### src/rtl/lc3_pkg.sv
// lc3_pkg: shared opcode constants, memory-phase encoding and instruction
// classification helpers for the LC3 pipeline controller.
package lc3_pkg;

  localparam logic [3:0] OP_BR  = 4'b0000;
  localparam logic [3:0] OP_ADD = 4'b0001;
  localparam logic [3:0] OP_LD  = 4'b0010;
  localparam logic [3:0] OP_ST  = 4'b0011;
  localparam logic [3:0] OP_AND = 4'b0101;
  localparam logic [3:0] OP_LDR = 4'b0110;
  localparam logic [3:0] OP_STR = 4'b0111;
  localparam logic [3:0] OP_NOT = 4'b1001;
  localparam logic [3:0] OP_LDI = 4'b1010;
  localparam logic [3:0] OP_STI = 4'b1011;
  localparam logic [3:0] OP_JMP = 4'b1100;
  localparam logic [3:0] OP_LEA = 4'b1110;

  // Encoding is visible on the mem_state port.
  typedef enum logic [1:0] {
    RD     = 2'd0,
    RD_IND = 2'd1,
    WR     = 2'd2,
    IDLE   = 2'd3
  } mem_state_t;

  function automatic logic is_load(input logic [3:0] op);
    return (op == OP_LD) || (op == OP_LDR) || (op == OP_LDI);
  endfunction

  function automatic logic is_store(input logic [3:0] op);
    return (op == OP_ST) || (op == OP_STR) || (op == OP_STI);
  endfunction

  function automatic logic is_ctrl(input logic [3:0] op);
    return (op == OP_BR) || (op == OP_JMP);
  endfunction

endpackage

### src/rtl/lc3_mem_fsm.sv
// lc3_mem_fsm: data-memory phase sequencer.
//   clk, rst       : clock, synchronous active-high reset
//   start          : execute stage is issuing the instruction this cycle
//   op             : opcode of the instruction in execute
//   complete_data  : data memory finished the current access
//   mem_state      : current phase (0 RD, 1 RD_IND, 2 WR, 3 IDLE)
//   mem_stall      : a memory phase is in progress
//   ld_done        : final read of a load completes this cycle
module lc3_mem_fsm
  import lc3_pkg::*;
(
  input  logic       clk,
  input  logic       rst,
  input  logic       start,
  input  logic [3:0] op,
  input  logic       complete_data,
  output logic [1:0] mem_state,
  output logic       mem_stall,
  output logic       ld_done
);

  mem_state_t state;
  logic       ind_store;  // indirect access finishes with a write (STI)

  always_ff @(posedge clk) begin
    if (rst) begin
      state     <= IDLE;
      ind_store <= 1'b0;
    end else begin
      case (state)
        IDLE: begin
          if (start) begin
            ind_store <= (op == OP_STI);
            if (op == OP_LDI || op == OP_STI) state <= RD_IND;
            else if (is_load(op))             state <= RD;
            else if (is_store(op))            state <= WR;
          end
        end
        RD_IND:  if (complete_data) state <= ind_store ? WR : RD;
        RD, WR:  if (complete_data) state <= IDLE;
        default: state <= IDLE;
      endcase
    end
  end

  assign mem_state = state;
  assign mem_stall = (state != IDLE);
  assign ld_done   = (state == RD) && complete_data;

endmodule

### src/rtl/lc3_controller.sv
// lc3_controller: LC3 pipeline sequencer. Produces per-stage enables,
// inserts control-flow and memory bubbles and resolves branches.
//   clk, rst          : clock, synchronous active-high reset
//   Imem_dout         : instruction word seen in the fetch cycle
//   IR_Exec           : instruction in the execute stage
//   NZP               : condition codes from writeback
//   complete_data     : data memory access done
//   enable_updatePC   : PC update strobe
//   enable_fetch      : instruction memory read enable
//   enable_decode     : decode stage enable
//   enable_execute    : execute stage enable
//   enable_writeback  : register file write enable
//   br_taken          : fetch selects taddr instead of npc
//   mem_state         : memory phase (0 RD, 1 RD_IND, 2 WR, 3 IDLE)
module lc3_controller
  import lc3_pkg::*;
#(
  parameter int unsigned RESET_STALL = 1
) (
  input  logic        clk,
  input  logic        rst,
  input  logic [15:0] Imem_dout,
  input  logic [15:0] IR_Exec,
  input  logic [2:0]  NZP,
  input  logic        complete_data,
  output logic        enable_updatePC,
  output logic        enable_fetch,
  output logic        enable_decode,
  output logic        enable_execute,
  output logic        enable_writeback,
  output logic        br_taken,
  output logic [1:0]  mem_state
);

  // v[3]=F, v[2]=D, v[1]=E, v[0]=W
  logic [3:0]  v;
  logic [1:0]  ctrl_cnt;
  logic [15:0] rs_cnt;

  logic [3:0] op_f, op_e;
  logic       mem_stall, ld_done, mem_start;
  logic       fetch_ok, resolve;
  logic       unused_bits;

  assign op_f        = Imem_dout[15:12];
  assign op_e        = IR_Exec[15:12];
  assign unused_bits = ^{Imem_dout[11:0], IR_Exec[8:0]};

  assign resolve   = (ctrl_cnt == 2'd1) && !mem_stall;
  assign fetch_ok  = v[3] && !mem_stall && (ctrl_cnt == 2'd0);

  assign enable_fetch     = fetch_ok;
  assign enable_updatePC  = fetch_ok || resolve;
  assign enable_decode    = v[2] && !mem_stall;
  assign enable_execute   = v[1] && !mem_stall;
  assign enable_writeback = mem_stall ? ld_done : v[0];
  assign br_taken         = resolve &&
                            ((op_e == OP_JMP) ||
                             ((op_e == OP_BR) && |(NZP & IR_Exec[11:9])));

  assign mem_start = enable_execute && (is_load(op_e) || is_store(op_e));

  always_ff @(posedge clk) begin
    if (rst) begin
      v        <= {(RESET_STALL == 0), 3'b000};
      ctrl_cnt <= '0;
      rs_cnt   <= 16'(RESET_STALL);
    end else begin
      if (rs_cnt != '0) rs_cnt <= rs_cnt - 16'd1;
      if (rs_cnt <= 16'd1) v[3] <= 1'b1;
      if (!mem_stall) begin
        v[2] <= fetch_ok;
        v[1] <= v[2];
        // A memory op retires through ld_done, not the normal writeback slot.
        v[0] <= v[1] && !mem_start;
        if (fetch_ok && is_ctrl(op_f)) ctrl_cnt <= 2'd3;
        else if (ctrl_cnt != '0)       ctrl_cnt <= ctrl_cnt - 2'd1;
      end
    end
  end

  lc3_mem_fsm u_mem_fsm (
    .clk           (clk),
    .rst           (rst),
    .start         (mem_start),
    .op            (op_e),
    .complete_data (complete_data),
    .mem_state     (mem_state),
    .mem_stall     (mem_stall),
    .ld_done       (ld_done)
  );

endmodule

### config.mk
export PLATFORM = sky130hd
export DESIGN_NAME = lc3_controller
export DESIGN_NICKNAME = d
export VERILOG_FILES = /design/src/rtl/lc3_pkg.sv /design/src/rtl/lc3_mem_fsm.sv /design/src/rtl/lc3_controller.sv
export SDC_FILE = /design/constraint.sdc
export NUM_CORES = 1
export LEC_CHECK = 0
export BUFFER_PORTS_ARGS = -buffer_cell sky130_fd_sc_hd__buf_4
export CORE_MARGIN = 2
export CORE_UTILIZATION = 30
export CTS_CLUSTER_SIZE = 28
export DETAILED_ROUTE_END_ITERATION = 6
export PLACE_DENSITY = 0.62
export SLEW_MARGIN = 20
export SYNTH_ARGS = -nofsm -noshare
export SYNTH_HDL_FRONTEND = slang
export SYNTH_HIERARCHICAL = 1
export SYNTH_SLANG_ARGS = --single-unit
### constraint.sdc
create_clock -name clk -period 2.5 [get_ports clk]
set_input_delay 0 -clock clk [delete_from_list [all_inputs] [get_ports clk]]
set_output_delay 0 -clock clk [all_outputs]
set_load 0.05 [all_outputs]
Word-level counts from Yosys, hierarchy flattened
Cells that the tools add are included.
Widths: inputs -> output; s select.
{"block": "classes", "n_addsub": 2, "order_cmp": 1, "n_eq_ne": 17, "mux": 11, "n_bitwise": 2, "reduce_logical": 34}
{"op": "$mux 2", "count": 9}
{"op": "$eq 4x4->1 const B", "count": 4}
{"op": "$le 16x1->1 const B", "count": 1}
{"op": "$reduce_bool 16->1", "count": 1}
{"op": "$sub 16x1->16 const B", "count": 1}
{"op": "$logic_and 1x1->1", "count": 11}
{"op": "$logic_or 1x1->1", "count": 9}
{"op": "$eq 4x2->1 const B", "count": 2}
{"op": "$eq 4x3->1 const B", "count": 2}
{"op": "$logic_not 4->1", "count": 2}
{"op": "$ne 2x2->1 const B", "count": 4}
{"op": "$pmux 2 s3", "count": 1}
{"op": "$eq 2x1->1 const B", "count": 2}
{"op": "$eq 2x2->1 const B", "count": 2}
{"op": "$logic_not 2->1", "count": 2}
{"op": "$ne 4x3->1 const B", "count": 1}
{"op": "$reduce_and 2->1", "count": 2}
{"op": "$reduce_and 4->1", "count": 1}
{"op": "$reduce_bool 2->1", "count": 2}
{"op": "$and 3x3->3", "count": 1}
{"op": "$reduce_or 3->1", "count": 1}
{"op": "$logic_not 1->1", "count": 2}
{"op": "$reduce_or 2->1", "count": 1}
{"op": "$sub 2x1->2 const B", "count": 1}
{"op": "other kinds (2)", "count": 2}
{"block": "totals", "register_bits": 25, "inputBits": 38, "output_inout_bits": 8, "elab_cells": 73}

Logic depth before layout (Yosys ltp)
{"block": "depth", "ltp_word": 8, "ltp_mapped": 6, "mapped_depth_nobuf": 6}

Cells and area by module
The synthesis kept the hierarchy.
{"module": "lc3_controller", "instances": 1, "cells_per_inst": 144, "area_per_inst_um2": 1202.4, "seq_area_each_um2": 440.4}
{"module": "lc3_mem_fsm", "instances": 1, "cells_per_inst": 18, "area_per_inst_um2": 173.9, "seq_area_each_um2": 60.1}

Worst setup path after synthesis
Ideal clock, no wire load.
{"block": "synth_path", "path_kind": "reg-to-output", "startpoint": "register u_mem_fsm.state[1] (netlist: u_mem_fsm/mem_state[1])", "endpoint": "output port br_taken", "arrival_time_ns": 3.398, "required_ns": 2.500, "slack_ns": -0.898, "path_stages_with_launch": 4, "n_path_buf": 0, "cell_sequence": "dfxtp_1 > nand2_1 > nand2b_1 > a2111oi_0"}
{"block": "synth_via", "elab_chain_len": 4}
{"item": "from (decl)", "line": "lc3_mem_fsm.sv:22", "rtl": "mem_state_t state;"}
{"item": "from (signal assigned)", "line": "lc3_mem_fsm.sv:39", "rtl": "RD_IND: if (complete_data) state <= ind_store ? WR : RD;"}
{"item": "$ne 2x2->1", "line": "lc3_mem_fsm.sv:47", "rtl": "assign mem_stall = (state != IDLE);"}
{"item": "named net mem_stall", "line": "lc3_controller.sv:41", "rtl": "logic mem_stall, ld_done, mem_start;"}
{"item": "$logic_not 1->1"}
{"item": "$logic_and 1x1->1", "line": "lc3_controller.sv:49", "rtl": "assign resolve = (ctrl_cnt == 2'd1) && !mem_stall;"}
{"item": "$logic_and 1x1->1", "line": "lc3_controller.sv:57", "rtl": "assign br_taken = resolve &&"}
{"item": "to (decl)", "line": "lc3_controller.sv:31", "rtl": "output logic br_taken,"}
The timed path passes the listed nets, and every way through them passes these cells.

Final worst setup path
{"block": "layout_path", "startpoint": "register rs_cnt[0]", "endpoint": "register rs_cnt[9]"}
{"block": "layout_via", "elab_chain_len": 1, "word_cells_on_any_way": 2, "classes_between": "add/sub (1); reduce/logical (1)"}
{"item": "from (decl)", "line": "lc3_controller.sv:38", "rtl": "logic [15:0] rs_cnt;"}
{"item": "from (signal assigned)", "line": "lc3_controller.sv:67", "rtl": "rs_cnt <= 16'(RESET_STALL);"}
{"item": "from (signal assigned)", "line": "lc3_controller.sv:69", "rtl": "if (rs_cnt != '0) rs_cnt <= rs_cnt - 16'd1;"}
{"item": "$sub 16x1->16 / $reduce_bool 16->1 (equally long branches)", "line": "lc3_controller.sv:69"}
Several ways; a longest one is shown, not always the timed one.
A chain may end at the register's enable or synchronous reset.

==> run metrics <==
CP Launch Type flop; layout cell share with drive strength beyond 1 0.222; Hold Path Class in -> reg; Die H 71.7 um; layout net count 228; Max-Cap Viols 0; first-pass GRT wire length 4960 um; drt via density 5.18; Tmin final 1.97 ns; Worst Hold Launch complete_data; number of global-route vias before repair 1140; Hold EP u_mem_fsm/mem_state[1]; Setup WS pre-CTS 0.521 ns; outcome complete, no violations; Max Clock Skew 0.00601 ns; post-route ant nets 0; largest net degree at the start of global routing 26; buffer count from post-CTS setup fixing 0; sequential share of power 0.327; Syn. warnings 6; R2R depth 6; Post-Synthesis Cells 162; clk root buf clkbuf_8; Power Density 1250 mW/mm2; floorplan row count 24; Seq/Total Area, Yosys 0.364; synthesized area per cell 8.50 um2; WP data required 2.66 ns; critical-path cell list inv_1, ha_1, or4b_1, nor4_4, or4b_2, a21oi_1; Clk pwr share 0.119; WHS 0.00458 ns; gr ovfl total 0; Internal 1130 uW; worst path bufs/invs 1; synthesis-to-finish area growth 20.7%; RSZ-0062 raised after global routing no; setup ws final 0.526 ns; Yosys cell types 43; Clock Latency Late Sink 0.27 ns; Slew headroom 0.649; CP max FO 10; antenna cells 0; synthesized area 0.00138 mm2; R2R Setup Slk 0.53 ns; DRC 0; CP max-delay cell or4b_1; wire length per cell 11.7 um; critical path class reg -> reg; detailed placement HPWL 2030 um; Clock transition at path regs 0.09 ns; Combinational Power Share 0.554; CTS tree built; initial antenna violation count 0; Chip Width 71.7 um; Psw 943 uW; post-CTS sizing 0; Max Slew Vio Count 0; initial core utilization 0.314; CTS buffer count 3; Bufs on Longest Clock Path 2; worst r2r src rs_cnt[0]; IO Count 46; number of flops mapped to enable cells by yosys 0; WP data arrival 2.13 ns; via count 1228; Setup TNS 0 ns; fmax 507 MHz; PortBufs 24; Initial DRC Count 32; DRT Pass-1 Iters 4; commonest non-fill, non-tap cells in the layout dfxtp_1 (25), buf_4 (25), a21oi_1 (15), nor2_1 (15), nand2_1 (10); Global Route Usage Sum 0.117; Reg2Reg Capture Point rs_cnt[9]; Synth Register Bits 25; drt total wl 2770 um; Least-Margin Pin Slew 0.522 ns; FFs w/ async S/R, synth 0; Tcrit/Tclk final 0.790; crit end category flop; clock sink count 25; max incr delay on CP 0.51 ns; Final Hold Vio Count 0; hold path depth 3; delay-heaviest family, CP simple AND/OR/NAND/NOR gates; Worst VDD drop 0.539 mV; Die ar. 0.00515 mm2; Top FF cell, synth dfxtp_1; H-tree level count 1; GPL Wtd Cong 0.740; Sw Share 0.455; Final setup violation count 0; CORE AREA 0.00438 mm2; Leakage 0.000696 uW; Hold-fix buffers, CTS 0; Synth Net Count 204
-- worst max path at each step --
| stage | cells after the start | slack (ns) | startpoint | to |
|---|---|---|---|---|
| after global routing | 6 | 0.33 | rs_cnt[1] | rs_cnt[5] |
| after detailed placement | 6 | 0.52 | rs_cnt[1] | rs_cnt[9] |
| after CTS | 6 | 0.50 | rs_cnt[0] | rs_cnt[9] |
| after global placement | 6 | 0.55 | rs_cnt[1] | rs_cnt[9] |
| after floorplan | 5 | 0.07 | u_mem_fsm/mem_state[1] | u_mem_fsm/mem_state[0] |
| final | 6 | 0.53 | rs_cnt[0] | rs_cnt[9] |
-- Yosys cell counts (all sizes together), types with 3 or more instances --
library cell	n	area share
nor3	3	0.011
inv	8	0.022
mux2i	3	0.022
mux2	3	0.025
dfxtp	25	0.36
a21oi	15	0.055
ha	4	0.036
o21ai	7	0.025
nor2	15	0.041
or4	5	0.030
or3	8	0.036
nand2	10	0.027
nor2b	7	0.032
nor4	6	0.043
clkbuf	6	0.016
nand2b	6	0.027
and3	3	0.017
-- power groups by stage --
stage	sequential [uW]	clock (uW)	combinational, uW
floorplan	635	0	949
global placement	681	0	1130
detailed placement	685	0	1150
CTS	676	262	1160
global route	706	279	1280
finish	677	248	1150
-- flip-flops by register name, summed over array words and instances (netlist names) --
| signal | flops |
|---|---|
| rs_cnt | 16 |
| v | 4 |
| ctrl_cnt | 2 |
| u_mem_fsm/mem_state | 2 |
| u_mem_fsm/ind_store | 1 |
-- final cells by class --
cell class,count,area (um2)
well taps,52,65.1
clock inverters,1,7.51
fillers,451,2720
flip-flops and latches,25,500
repair buffers,25,188
inverters,8,30.0
multi-input cells,123,830
clock buffers,3,41.3
-- layer usage --
metal	global-route usage	vias to the layer above	routed length (um)
li1	-	640	-
met1	0.151	555	1390
met2	0.192	28	1170
met3	0.0380	5	196
met4	0.0210	0	19
met5	0	-	0
-- logic make-up after synthesis --
| group | count (synthesis) | synth area share |
|---|---|---|
| xor+xnor | 3 | 0.0191 |
| fa+ha+maj | 4 | 0.0364 |
| compound gates | 39 | 0.182 |
| simple gates | 71 | 0.315 |
| buf+inv | 14 | 0.0382 |
| mux | 6 | 0.0464 |
| flops | 25 | 0.364 |
-- metrics by stage --
stage / total power, uW / cell area [um2] / utilization / std cells
after floorplan: 1580 / 1380 / - / 162
after global routing: 2270 / 1660 / 0.379 / 237
after detailed placement: 1840 / 1610 / 0.368 / 233
after CTS: 2090 / 1660 / 0.379 / 237
after global placement: 1820 / 1610 / 0.368 / 233
final: 2070 / 1660 / 0.379 / 237
-- worst register-to-register path, cell delays in order, from the launching register on --
cell	delay, ns
dfxtp_1	0.34
inv_1	0.08
ha_1	0.24
or4b_1	0.51
nor4_4	0.42
or4b_2	0.22
a21oi_1	0.06
Note: power is estimated with default switching activity, not from simulation.
